===== src/rtl/ethernet_tx_serializer.sv =====
// Serial Ethernet-style frame transmitter: preamble/SFD, MACs, length, payload, CRC-32.
// One bit per clock, MSB first, fed by a byte-wide valid/ready payload stream.
module ethernet_tx_serializer #(
  parameter int unsigned MAX_LEN = 1500,
  parameter logic [47:0] DST_MAC = 48'h0000_0000_0000,
  parameter logic [47:0] SRC_MAC = 48'h0000_0000_0000
) (
  input  logic        Clk,
  input  logic        Rst_n,
  input  logic        Start,
  input  logic [15:0] Length,
  input  logic [7:0]  Data_in,
  input  logic        Data_valid,
  output logic        Data_ready,
  output logic        Tx_bit,
  output logic        Tx_en,
  output logic        Busy,
  output logic        Done,
  output logic        Error
);
  localparam logic [63:0] PREAMBLE = 64'hAAAA_AAAA_AAAA_AAAB;
  localparam logic [95:0] ADDR     = {DST_MAC, SRC_MAC};
  localparam logic [31:0] POLY     = 32'h04C11DB7;

  typedef enum logic [2:0] {IDLE, PRE, ADR, LEN, PAY, CRC} state_t;

  state_t      state;
  logic [6:0]  cnt;
  logic [15:0] len_q;
  logic [15:0] acc_cnt;
  logic [15:0] sent_cnt;
  logic [7:0]  hold;
  logic        hold_full;
  logic [7:0]  shreg;
  logic [31:0] crc;
  logic        take;
  logic        need_byte;
  logic        load;

  function automatic logic [31:0] crc_step(input logic [31:0] c, input logic b);
    crc_step = {c[30:0], 1'b0} ^ ((c[31] ^ b) ? POLY : 32'h0);
  endfunction

  // Derived purely from registers, so no input-to-output combinational path.
  assign Data_ready = Busy & ~hold_full & (acc_cnt < len_q);
  assign take       = Data_valid & Data_ready;
  assign need_byte  = ((state == LEN) && (cnt == 7'd15) && (len_q != 16'd0)) ||
                      ((state == PAY) && (cnt[2:0] == 3'd7) && (sent_cnt != len_q));
  assign load       = need_byte & hold_full;

  // Holding buffer: filled by the handshake, emptied when PAY loads the shifter.
  always_ff @(posedge Clk or negedge Rst_n) begin
    if (!Rst_n) begin
      hold      <= 8'd0;
      hold_full <= 1'b0;
      acc_cnt   <= 16'd0;
    end else if (state == IDLE) begin
      hold_full <= 1'b0;
      acc_cnt   <= 16'd0;
    end else if (take) begin
      hold      <= Data_in;
      hold_full <= 1'b1;
      acc_cnt   <= acc_cnt + 16'd1;
    end else if (load) begin
      hold_full <= 1'b0;
    end
  end

  // state/cnt describe the bit currently on the line; each edge selects the next one.
  always_ff @(posedge Clk or negedge Rst_n) begin
    if (!Rst_n) begin
      state    <= IDLE;
      cnt      <= 7'd0;
      len_q    <= 16'd0;
      sent_cnt <= 16'd0;
      shreg    <= 8'd0;
      crc      <= 32'd0;
      Tx_bit   <= 1'b0;
      Tx_en    <= 1'b0;
      Busy     <= 1'b0;
      Done     <= 1'b0;
      Error    <= 1'b0;
    end else begin
      Done  <= 1'b0;
      Error <= 1'b0;
      cnt   <= cnt + 7'd1;
      case (state)
        IDLE: begin
          cnt <= 7'd0;
          if (Start) begin
            if (32'(Length) > MAX_LEN) begin
              Error <= 1'b1;
            end else begin
              state    <= PRE;
              len_q    <= Length;
              sent_cnt <= 16'd0;
              crc      <= 32'd0;
              Tx_bit   <= PREAMBLE[63];
              Tx_en    <= 1'b1;
              Busy     <= 1'b1;
            end
          end
        end
        PRE: begin
          if (cnt == 7'd63) begin
            state  <= ADR;
            cnt    <= 7'd0;
            Tx_bit <= ADDR[95];
          end else begin
            Tx_bit <= PREAMBLE[6'd62 - cnt[5:0]];
          end
        end
        ADR: begin
          if (cnt == 7'd95) begin
            state  <= LEN;
            cnt    <= 7'd0;
            Tx_bit <= len_q[15];
          end else begin
            Tx_bit <= ADDR[7'd94 - cnt];
          end
        end
        LEN, PAY: begin
          if (need_byte) begin
            if (hold_full) begin
              state    <= PAY;
              cnt      <= 7'd0;
              Tx_bit   <= hold[7];
              shreg    <= {hold[6:0], 1'b0};
              crc      <= crc_step(crc, hold[7]);
              sent_cnt <= sent_cnt + 16'd1;
            end else begin
              // Underrun: abandon the frame without a Done.
              state  <= IDLE;
              Tx_bit <= 1'b0;
              Tx_en  <= 1'b0;
              Busy   <= 1'b0;
              Error  <= 1'b1;
            end
          end else if ((state == LEN && cnt == 7'd15) ||
                       (state == PAY && cnt[2:0] == 3'd7)) begin
            state  <= CRC;
            cnt    <= 7'd0;
            Tx_bit <= crc[31];
            crc    <= {crc[30:0], 1'b0};
          end else if (state == LEN) begin
            Tx_bit <= len_q[4'd14 - cnt[3:0]];
          end else begin
            Tx_bit <= shreg[7];
            shreg  <= {shreg[6:0], 1'b0};
            crc    <= crc_step(crc, shreg[7]);
          end
        end
        CRC: begin
          if (cnt == 7'd31) begin
            state  <= IDLE;
            cnt    <= 7'd0;
            Tx_bit <= 1'b0;
            Tx_en  <= 1'b0;
            Busy   <= 1'b0;
            Done   <= 1'b1;
          end else begin
            Tx_bit <= crc[31];
            crc    <= {crc[30:0], 1'b0};
          end
        end
        default: begin
          state <= IDLE;
          Tx_en <= 1'b0;
          Busy  <= 1'b0;
        end
      endcase
    end
  end
endmodule


===== config.mk =====
export PLATFORM = sky130hd
export DESIGN_NAME = ethernet_tx_serializer
export DESIGN_NICKNAME = d
export VERILOG_FILES = /design/src/rtl/ethernet_tx_serializer.sv
export SDC_FILE = /design/constraint.sdc
export NUM_CORES = 1
export LEC_CHECK = 0
export ABC_AREA = 1
export CORE_UTILIZATION = 29
export CTS_CLUSTER_SIZE = 8
export DETAILED_ROUTE_END_ITERATION = 10
export SLEW_MARGIN = 20
export SYNTH_ARGS = -nofsm -noshare
export SYNTH_HDL_FRONTEND = slang
export SYNTH_SLANG_ARGS = --single-unit

===== constraint.sdc =====
create_clock -name Clk -period 2.3 [get_ports Clk]
set_input_delay 0.345 -clock Clk [delete_from_list [all_inputs] [get_ports Clk]]
set_output_delay 0.345 -clock Clk [all_outputs]
set_load 0.1 [all_outputs]

== After elaboration in Yosys (flattened, before gate mapping) ==
Memories as Yosys holds them, arrays and structs flattened.
Index checks and enable logic that the tools add are counted.
Cells by class
  $add $sub $neg: 6
  order comparisons: 5
  equality and inequality tests: 26
  multiplexer cells: 65
  bitwise operators: 12
  reductions and logical operators: 23
Operator list (number)
  $mux 32: 7
  $mux 16: 6
  $pmux 32 s3: 1
  $xor 32x27->32: 2
  $mux 27: 2
  $mux 7: 6
  $pmux 7 s5: 1
  $add 16x1->16 const B: 2
  $mux 8: 4
  $pmux 16 s2: 1
  $mux 1: 24
  $mux 3: 8
  $ne 2x2->1 const B: 12
  $reduce_and 6->1: 3
  $gt 16x11->1 const B: 1
  $lt 16x16->1: 1
  $ne 16x16->1: 1
  $reduce_bool 16->1: 1
  $pmux 3 s5: 1
  $eq 3x3->1 const B: 3
  $lt 7x8->1 const B: 1
  $add 7x1->7 const B: 1
  $eq 7x4->1 const B: 1
  $eq 7x5->1 const B: 1
  other kinds (29): 46
Word-level totals
  register bits after elaboration: 111
  ROM bits: 192
  input port bits: 28
  output and inout bits: 6
  word-level logic and storage cells: 152
  memories: 2
Memory list
  (name not given): depth 128, width 1, read ports 1, clocked after Yosys merged registers in 0, write ports 0, RTL line 119  | Tx_bit <= ADDR[7'd94 - cnt];
  (name not given): depth 64, width 1, read ports 1, clocked after Yosys merged registers in 0, write ports 0, RTL line 110  | Tx_bit <= PREAMBLE[6'd62 - cnt[5:0]];

== Longest topological paths before layout ==
  word-level depth: 8
  mapped depth: 15
  depth with buffers taken out: 15

== Least setup slack after synthesis ==
Ideal clock, no wire load.
  path type: flip-flop to output port
  from: register Busy
  to: output Data_ready
  arrival time: 1.853 ns
  setup slack: 0.102 ns
  cell stages (with the launch flop): 5
  buffers on the path: 0
  cell sequence: dfrtp_1 > inv_1 > nor2_1 > nand3_1 > inv_1
On the way
  cells in the longest elaborated chain, start to end: 2
Ends and longest elaborated chain
  from (decl): RTL line 17  | output logic Busy,
  from (signal assigned): RTL line 80  | Busy <= 1'b0;
  from (signal assigned): RTL line 100  | Busy <= 1'b1;
  from (signal assigned): RTL line 136  | Busy <= 1'b0;
  $and 1x1->1 (2 in a row): RTL line 45  | assign Data_ready = Busy & ~hold_full & (acc_cnt < len_q);
  to (decl): RTL line 14  | output logic Data_ready,
No other way between the ends.

== Worst setup path in the final report ==
  from: register len_q[9]
  to: output Data_ready
On the way
  cells in the longest elaborated chain, start to end: 2
Ends and longest elaborated chain
  from (decl): RTL line 29  | logic [15:0] len_q;
  from (signal assigned): RTL line 95  | len_q <= Length;
  $lt 16x16->1: RTL line 45
  $and 1x1->1: RTL line 45
No other way between the ends.

==> summary.md <==
| Metric | Value |
|---|---|
| TritonRoute pass-1 iters | `5` |
| Post-Synth Adder-Cell Area | `0.03392` |
| CTS tree | `done` |
| Vias | `roughly 7000` |
| WP data required | `between 1.5 and 2 ns` |
| Placement Setup Slack | `-0.09631 ns` |
| Maximum fanout along the worst path | `4` |
| Sequential Power Share | `0.328` |
| Synth Area per Inst | `6.883 um2` |
| DR iter-0 viols | `434` |
| Syn nets | `roughly 1100` |
| Dpl cells | `approximately 1500` |
| Slew at the pin closest to its max-slew limit | `between 0.4 and 0.5 ns` |
| Hold_ws | `around 0.42 ns` |
| Largest net degree at the start of global routing | `63` |
| Clk slew on worst S/H paths | `approximately 0.080 ns` |
| Final setup vio count | `0` |
| Share of cells above drive strength 1 | `0.1203` |
| P_leak | `0.004449 uW` |
| Commonest cells after routing, fill and taps aside | `390 x nand2_1, 110 x inv_1, 109 x dfrtp_1` |
| # port buffers | `33` |
| First-pass GRT wire length | `~33 mm` |
| Main combinational cell family by area after synthesis | `simple AND/OR/NAND/NOR gates` |
| Fin. Hold Viols | `0` |
| Worst skew pair latency | `approximately 0.36 ns` |
| Post-DRT Antenna Nets | `0` |
| Initial Util | `0.2947` |
| CP dominant cell by count | `inv_2` |
| P&R area growth vs syn | `19.84%` |
| Vias/cell | `4.647` |
| Comb pwr share | `0.454` |
| Ant diodes | `0` |
| Placed wire-length estimate | `between 10 and 15 mm` |
| CTS Root Buffer Type | `clkbuf_16` |
| Slew HR | `0.7303` |
| Max-cap check violation count | `0` |
| Yosys reg bits | `110` |
| Fillers | `2640` |
| R2r endpoint | `sent_cnt[5]$_DFFE_PN0P_` |
| HP Class | `in -> async` |
| Clock group share of total power | `0.218` |
| DR DRC count | `0` |
| Final worst slack | `~0.017 ns` |
| Global route total overflow | `0` |
| Core Area | `~0.025 mm2` |
| Vert. Die Dim | `between 150 and 200 um` |
| CP endpoint kind | `output port` |
| Count of cell types in the netlist | `46` |
| Final Cell Area | `slightly below 0.009 mm2` |
| Non-Filler Instances | `approximately 1500` |
| Switching part of the total power | `0.4395` |
| Sequential area share after synthesis | `0.3731` |
| Reg-to-Reg Start | `cnt[1]$_DFF_PN0_` |
| VDD IR max | `between 0.0006 and 0.0007 V` |
| Period minus WS final | `between 2 and 2.5 ns` |
| Commonest non-fill, non-tap cell in the layout | `nand2_1` |
| FP Rows | `a little under 60` |
| Die area | `~0.026 mm2` |
| Setup TNS | `0 ns` |
| DP Area | `0.008402 mm2` |
| Routed len/inst | `about 13 um` |
| Fmax achieved | `between 400 and 500 MHz` |
| Max-slew violation count | `0` |
| Worst EP arrival | `1.94 ns` |
| Inserted Clock Buffers | `9` |
| Io pins | `34` |
| Worst stage delay on the critical path | `0.39 ns` |
| PD cells | `802.0 mW/mm2` |
| Status | `finished clean` |
| Pint | `just under 4000 uW` |
| Slowest cell on the critical path | `dfrtp_1` |
| # nets final | `1198` |
| Final worst-path cycle share | `0.9928` |
| Switching pwr | `3117 uW` |
| H-tree depth | `3` |
| CTS Sinks | `110` |
| RSZ-0062 raised after global routing | `true` |
| Setup Skew | `0.01373 ns` |
| Clock Path Buffers | `2` |
| Yosys warnings | `0` |
| Post-Syn Area | `0.007378 mm2` |
| Number of global-route vias before repair | `around 6700` |
| XOR/XNOR Fraction of Synth Area | `0.07122` |
| Initial antenna violation count | `0` |
| Flop-to-flop setup slack | `about 0.20 ns` |
| Die Wd | `roughly 160 um` |
| Cells after Synth | `1072` |
| Simple-Gate Fraction of Synth Area | `0.3548` |
| Total wire length | `~19 mm` |
| Mux share of post-synthesis cell area | `0` |
| Synth Area in Compound Gates | `0.07411` |
| Startpoint types | `flop` |
| Setup CP Type | `reg -> out` |
| Routability-driven placement congestion ratio | `0.8886` |
| R2r worst-path depth | `13` |
| Cell Chain, Critical Path | `inv_2, ha_1, a21oi_1, o21ai_0, a21oi_2, nand3_1, inv_2, buf_12` |
| Total GRT Usage | `0.1536` |
## routing by layer
layer	track usage	wire, um	vias up
met5	0	0	-
met4	0.05746	397	0
met3	0.02157	566	24
met2	0.2506	8635	105
met1	0.2058	9243	3235
li1	-	-	3537
## worst max-delay path by stage
stage                               to  slack [ns]                  start  cells past startpoint
3_3_place_gp   sent_cnt[3]$_DFFE_PN0P_       -0.05              Length[0]                     12
3_5_place_dp   sent_cnt[8]$_DFFE_PN0P_        -0.1              Length[0]                     12
6_report                    Data_ready        0.02   len_q[9]$_DFFE_PN0P_                      8
5_1_grt                     Data_ready       -0.08  len_q[15]$_DFFE_PN0P_                     10
4_1_cts                     Data_ready      0.0004   len_q[7]$_DFFE_PN0P_                      9
2_1_floorplan               Data_ready        0.10       Busy$_DFFE_PN0P_                      4
## cells in the mapped netlist (all sizes together)
master | number | area [um2]
or3 | 1 | 6.260
o31a | 1 | 8.760
buf | 24 | 156.4
clkbuf | 15 | 61.31
nor3b | 2 | 20.02
a21oi | 20 | 103.9
nor2 | 85 | 339.1
o21bai | 1 | 7.510
o21ai | 71 | 366.6
nor3 | 15 | 85.08
nand2 | 400 | 1534
o22ai | 1 | 6.260
xnor2 | 2 | 17.52
a31oi | 1 | 6.260
o21a | 1 | 7.510
nand3 | 77 | 395.4
nand4 | 32 | 200.2
a21o | 1 | 7.510
ha | 20 | 250.2
a311oi | 1 | 8.760
nor4 | 3 | 18.77
clkinv | 1 | 3.750
xor2 | 58 | 508.0
inv | 123 | 464.2
a211oi | 1 | 7.510
or2 | 3 | 18.77
a21boi | 1 | 7.510
dfrtp | 110 | 2753
o311ai | 1 | 8.760
## state kept, by name (all words and copies together), names as in the netlist
signal,cells
Tx_bit,1
crc,32
hold,8
len_q,16
state,3
hold_full,1
Done,1
cnt,7
acc_cnt,16
shreg,7
Busy,1
sent_cnt,16
Error,1
## metrics by stage
step / total power [uW] / utilization
floorplan: 4388 / -
global placement: 5508 / 0.3356
detailed placement: 5506 / 0.3356
CTS: 7089 / 0.3499
global route: 7579 / 0.3532
finish: 7092 / 0.3532
## kinds of logic after synthesis
| kind of cell | after synthesis |
|---|---|
| flops | 110 |
| simple gates | 618 |
| compound gates | 101 |
| fa+ha+maj | 20 |
| xor+xnor | 60 |
| buf+inv | 163 |
## layout make-up
| cell class | count | area (um2) | area share |
|---|---|---|---|
| flip-flops and latches | 110 | 2754 | 0.3114 |
| repair buffers | 106 | 920.9 | 0.1041 |
| multi-input cells | 799 | 4003 | 0.4527 |
| clock buffers | 11 | 242.7 | 0.02745 |
| inverters | 124 | 467.9 | 0.05292 |
| well taps | 330 | 412.9 | 0.04670 |
| clock inverters | 5 | 41.29 | 0.004670 |
## power groups by stage
stage / Sequential [uW] / Combinational [uW] / Clock [uW]
2_1_floorplan: 2440 / 1950 / 0
3_3_place_gp: 2360 / 3140 / 0
3_5_place_dp: 2360 / 3140 / 0
4_1_cts: 2320 / 3180 / 1590
5_1_grt: 2350 / 3570 / 1660
6_report: 2320 / 3220 / 1550
## worst max-delay path, delay by kind of cell, from the launching register on
kind	cells	cell delay, ns
fa+ha+maj	1	0.25
simple gates	1	0.10
buf+inv	3	0.39
compound gates	3	0.44
flops	1	0.39
## timing repair
| item | in CTS | in global routing |
|---|---|---|
| gates resized for setup | 8 | 18 |
| endpoints found under the hold margin | 19 | 0 |
| setup buffers | 8 | 3 |
| setup endpoints to repair | 1 | 46 |
| pin swaps | 0 | 1 |
| cloned | 0 | 0 |
| hold buffers | 1 | 0 |
(Power assumes the default switching activity.)
